===== src/rtl/pipelined_subtractor.sv =====
// Pipelined WIDTH-bit subtractor with borrow-in: diff = a - b - bin, plus borrow-out.
// The borrow chain is cut into STAGES equal chunks. Each stage resolves one chunk
// and registers it. The whole pipe advances together under a valid/ready handshake.
// Optional zero/neg/ovf flags are enabled by defining PIPELINED_SUBTRACTOR_FLAGS_EN.
module pipelined_subtractor #(
   parameter int WIDTH  = 32,
   parameter int STAGES = 4
) (
   input  logic             clk,
   input  logic             rst_n,
   input  logic             in_valid,
   output logic             in_ready,
   input  logic [WIDTH-1:0] a,
   input  logic [WIDTH-1:0] b,
   input  logic             bin,
   output logic             out_valid,
   input  logic             out_ready,
   output logic [WIDTH-1:0] diff,
   output logic             bout,
   output logic             zero,
   output logic             neg,
   output logic             ovf
);

   localparam int CW = WIDTH / STAGES;

   if (STAGES < 1 || (WIDTH % STAGES) != 0) begin : g_bad_cfg
      $error("pipelined_subtractor: STAGES must be >= 1 and divide WIDTH");
   end

   // Per-stage registers. Operand bits below the current chunk are dead after
   // use. Diff bits above the current chunk are not yet meaningful.
   logic [STAGES-1:0] vld_q;
   logic [WIDTH-1:0]  a_q [STAGES];
   logic [WIDTH-1:0]  b_q [STAGES];
   logic [WIDTH-1:0]  d_q [STAGES];
   logic [STAGES-1:0] br_q;

   logic [WIDTH-1:0]  d_n [STAGES];
   logic [STAGES-1:0] br_n;
   logic              adv;

   // Resolves chunk k of x - y - br. Returns {borrow_out, d with chunk k filled in}.
   function automatic logic [WIDTH:0] chunk_sub(input logic [WIDTH-1:0] x,
                                                input logic [WIDTH-1:0] y,
                                                input logic [WIDTH-1:0] d,
                                                input logic             br,
                                                input int               k);
      logic [WIDTH-1:0] r;
      logic             c;
      int               j;
      r = d;
      c = br;
      for (int i = 0; i < CW; i++) begin
         j    = k * CW + i;
         r[j] = x[j] ^ y[j] ^ c;
         c    = (~x[j] & y[j]) | (~(x[j] ^ y[j]) & c);
      end
      return {c, r};
   endfunction

   // The pipe only moves when the final stage is empty or being drained.
   assign adv      = ~vld_q[STAGES-1] | out_ready;
   assign in_ready = adv;

   // Chunk arithmetic for every stage. Stage 0 works on the live inputs.
   always_comb begin
      {br_n[0], d_n[0]} = chunk_sub(a, b, '0, bin, 0);
      for (int k = 1; k < STAGES; k++) begin
         {br_n[k], d_n[k]} = chunk_sub(a_q[k-1], b_q[k-1], d_q[k-1], br_q[k-1], k);
      end
   end

   // Stage registers. Everything shifts together on adv, including bubbles.
   always_ff @(posedge clk or negedge rst_n) begin
      if (!rst_n) begin
         vld_q <= '0;
         br_q  <= '0;
         for (int k = 0; k < STAGES; k++) begin
            a_q[k] <= '0;
            b_q[k] <= '0;
            d_q[k] <= '0;
         end
      end else if (adv) begin
         vld_q[0] <= in_valid;
         a_q[0]   <= a;
         b_q[0]   <= b;
         d_q[0]   <= d_n[0];
         br_q[0]  <= br_n[0];
         for (int k = 1; k < STAGES; k++) begin
            vld_q[k] <= vld_q[k-1];
            a_q[k]   <= a_q[k-1];
            b_q[k]   <= b_q[k-1];
            d_q[k]   <= d_n[k];
            br_q[k]  <= br_n[k];
         end
      end
   end

   assign out_valid = vld_q[STAGES-1];
   assign diff      = d_q[STAGES-1];
   assign bout      = br_q[STAGES-1];

`ifdef PIPELINED_SUBTRACTOR_FLAGS_EN
   // Flags come from the final stage's registered diff and the forwarded operand MSBs.
   // They are gated by out_valid, so they read 0 out of reset and hold through stalls.
   logic a_msb, b_msb;
   assign a_msb = a_q[STAGES-1][WIDTH-1];
   assign b_msb = b_q[STAGES-1][WIDTH-1];
   assign zero  = out_valid & ~|diff;
   assign neg   = out_valid & diff[WIDTH-1];
   assign ovf   = out_valid & (a_msb ^ b_msb) & (diff[WIDTH-1] ^ a_msb);
`else
   assign zero = 1'b0;
   assign neg  = 1'b0;
   assign ovf  = 1'b0;
`endif

endmodule


===== config.mk =====
export PLATFORM = sky130hd
export DESIGN_NAME = pipelined_subtractor
export DESIGN_NICKNAME = d
export VERILOG_FILES = /design/src/rtl/pipelined_subtractor.sv
export SDC_FILE = /design/constraint.sdc
export NUM_CORES = 1
export LEC_CHECK = 0
export ABC_AREA = 1
export BUFFER_PORTS_ARGS = -buffer_cell sky130_fd_sc_hd__buf_4
export CAP_MARGIN = 20
export CORE_MARGIN = 2
export CORE_UTILIZATION = 60
export CTS_CLUSTER_DIAMETER = 40
export DETAILED_ROUTE_END_ITERATION = 16
export GPL_TIMING_DRIVEN = 0
export PLACE_DENSITY = 0.82
export SYNTH_ARGS = -nofsm -noshare
export SYNTH_HDL_FRONTEND = slang
export SYNTH_SLANG_ARGS = --single-unit

===== constraint.sdc =====
create_clock -name clk -period 8.6 [get_ports clk]
set_input_delay 1.72 -clock clk [delete_from_list [all_inputs] [get_ports clk]]
set_output_delay 1.72 -clock clk [all_outputs]
set_load 0.02 [all_outputs]

Yosys cells after proc, flatten, opt, wreduce, memory -nomap -nowiden
Cells that the tools add are included.
W data, S select, Z words.
Operators by class
  bitwise logic cells: 226
Operators with widths (number)
  $not A1 Y1: 65
  $and A1 B1 Y1: 64
  $xor A1 B1 Y1: 64
  $or A1 B1 Y1: 33
Storage, ports and cells
  register bits: 280
  word-level logic and storage cells: 238

Longest topological paths before layout
  word-level depth: 18
  depth in mapped cells: 14

Worst setup path after synthesis
Ideal clock, no wire load.
  kind: input-to-reg
  from: in b[0]
  to: reg d_q (netlist bit d_n[71])
  arrival: 4779 ps
  setup slack: 3704 ps
  cell stages on the path: 13
  path through: inv_1 -> fa_1 -> inv_1 -> fa_1 -> fa_1 -> fa_1 -> fa_1 -> fa_1 -> fa_1 -> inv_1 -> fa_1 -> nand2_1 -> nand2_1
RTL lines
  from (decl): line 14  | input logic [WIDTH-1:0] b,
  to (signal, indexed assignment): line 94  | d_q[k] <= d_n[k];
  to (decl): line 36  | logic [WIDTH-1:0] d_q [STAGES];

==> run summary <==
DRC: 0
Via count: 6,343
Portion of total power attributed to the clock network: 19.8%
# hold bufs at CTS: 0
Clock skew: 6.75 ps
CTS tree: done
Pre-antenna DRT Iters: 9
Grt total ovfl: 0
Post-synthesis cell area: 8140 µm²
CP required: 8920 ps
Skew-Pair Late Insertion Delay: 430 ps
Critical Path Fanout Max: 1
Clock sinks: 184
Post-Synth XOR/XNOR Area: 0%
Number of synthesized register bits: 184
Ant diodes: 0
Max-Cap Viols: 0
Max-slew violations: 0
Netlist cell types: 9
Final net count: 1,131
Syn-to-layout area delta: 19.3%
GPL Wtd Cong: 0.840
Clk pin slew, worst setup/hold paths: 60 ps
Top-Level Pins: 107
Data arrival, critical path: 5040 ps
Largest net degree at the start of global routing: 124
Row count: 42
Filler cell count in the final layout: 1,011
First-pass GRT wire length: 30.1 mm
Initial antenna violation count: 0
Inst Count DP: 1,187
Fmax: 212 MHz
Vias in the first global route: 6,122
Post-route insts no fill: 1,217
Slowest CP cell: fa_1
CP Capture Type: flip-flop
DR WL/cell: 14.6 µm
Worst Tran Pin Value: 563 ps
WP buf/inv: 4
Final min period: 4720 ps
Final Hold Fails: 0
Most frequent CP cell: fa_1
Final period util: 54.9%
Cell count after synthesis: 905
Sequential area share after synthesis: 56.6%
Status: completed
Logic pwr share: 39.3%
Simple-gate portion of the synthesized area: 28.2%
Die area: 14,500 µm²
Post-Route WL: 17.8 mm
Register share of total power: 40.9%
CTS root buf: clkbuf_16
TritonCTS Buffers: 17
Critical Path Max Stage Delay: 410 ps
Int Power: 0.00218 W
Layout cells sized above 1: 18.3%
Mux cell area share after synthesis: 0%
Synth warnings: 0
1st-iter DRT viols: 457
Core area: 13,200 µm²
Endpoints failing setup: 0
Max IR drop VDD: 0.182 mV
RSZ-0062 raised after global routing: false
Pleak: 5.41 nW
Setup Crit Path Kind: primary input to flip-flop
H-tree levels: 4
Clock buffer depth: 2
Synth Area in Adders: 7.87%
Max_slew headroom: 62.5%
Net switching power: 0.00144 W
Sw Share: 39.7%
Detail Placement HPWL: 12.7 mm
Delay-heaviest family, CP: adder cells
HP Class: flip-flop to flip-flop
PD cells: 373 nW/µm²
Main combinational cell family by area after synthesis: simple AND/OR/NAND/NOR gates
Width of the die: 120 µm
Post-route ant nets: 0
Compound-cell area share of the yosys netlist: 0%
Initial core utilization: 61.5%
Die Y: 120 µm
Port-buffer cells: 103
Startpoint types: primary input
Crit-path cells: buf_4 -> inv_1 -> fa_1 -> inv_1 -> fa_1 -> fa_1 -> fa_1 -> fa_1 -> fa_1 -> fa_1 -> inv_1 -> fa_1 -> nand2_1 -> nand2_1
Post-CTS Setup Bufs: 0
Avg Cell Area, Syn: 8.99 µm²
Post-CTS Resized: 0
GRT Overall Usage: 26.9%
Setup TNS: 0 ps
Vias per cell: 5.21
==> kinds of logic after synthesis <==
family / count (synthesis)
fa+ha+maj: 32
simple gates: 551
buf+inv: 137
flops: 184
other cells: 1
==> final cells by class <==
type / count / area [µm²] / area share [%]
timing repair buffer: 104 / 808 / 8.33
multi-input combinational: 586 / 2950 / 30.4
sequential: 184 / 4600 / 47.4
buffer: 63 / 317 / 3.26
clock buffer: 18 / 429 / 4.42
tap: 176 / 220 / 2.27
clock inverter: 12 / 103 / 1.06
inverter: 74 / 278 / 2.86
==> stage by stage <==
stage               util [%]  hold WS [ps]  power, W  setup WS, ps  instance area [µm²]
finish                  73.3           466   0.00362          3880                 9710
global route            73.3           486   0.00391          3750                 9710
CTS                     73.3           467   0.00363          3880                 9710
detailed placement      69.3           452   0.00290          3430                 9180
global placement        69.0           446   0.00283          3500                 9140
floorplan                  -           435   0.00238          3700                 8150
==> routing by layer <==
metal  track usage (%)  part of all wire (%)  wire, µm  up-vias
li1                  -                     -         -     3053
met1              38.0                    43      7640     3025
met2              41.1                    48      8460      228
met3              6.32                   6.8      1220       37
met4              9.96                   2.6       457        0
met5                 0                     0         0        -
==> Yosys cell counts (all sizes together) <==
master	n	area, µm²
buf	58	298
clkbuf	5	18.8
conb	1	3.75
dfrtp	184	4600
fa	32	641
inv	74	278
nand2	368	1380
nand3	183	916
==> worst paths after layout <==
path,to,startpoint,slack [ps],cells past startpoint
min in group asynchronous,b_q[122],rst_n,1210,1
worst min-delay path,a_q[85],a_q[117],470,2
max in group asynchronous,d_n[32],rst_n,6490,2
worst max register to register,diff[31],br_q[2],4750,13
worst max-delay path,d_n[71],b[0],3880,14
worst min register to register,a_q[85],a_q[117],470,2
==> flip-flops by register name, indices dropped and copies added, names as in the netlist <==
name and flops:
vld_q 4, br_q 4, b_q 48, d_n 48, diff 32, a_q 48
==> tightest hold or removal path: cells and delay by family, from the launching register on <==
family | cells | cell delay [ps]
and+or+nand+nor | 2 | 100
DFF | 1 | 340
==> cells in the final DEF (no fill, tap or decap), drive strengths merged <==
cell        n
buf       162
clkbuf     23
clkinvlp    1
clkinv      7
dfrtp     184
inv        77
conb        3
nand2     368
fa         32
nand3     183
bufinv      1
==> power by group through the flow <==
stage / sequential (W) / clock, W / combinational, W
5_1_grt: 0.00153 / 0.000764 / 0.00162
3_5_place_dp: 0.00149 / 0 / 0.00141
2_1_floorplan: 0.00152 / 0 / 0.000856
3_3_place_gp: 0.00148 / 0 / 0.00135
4_1_cts: 0.00148 / 0.000721 / 0.00143
6_report: 0.00148 / 0.000717 / 0.00142
(Power assumes the default switching activity.)
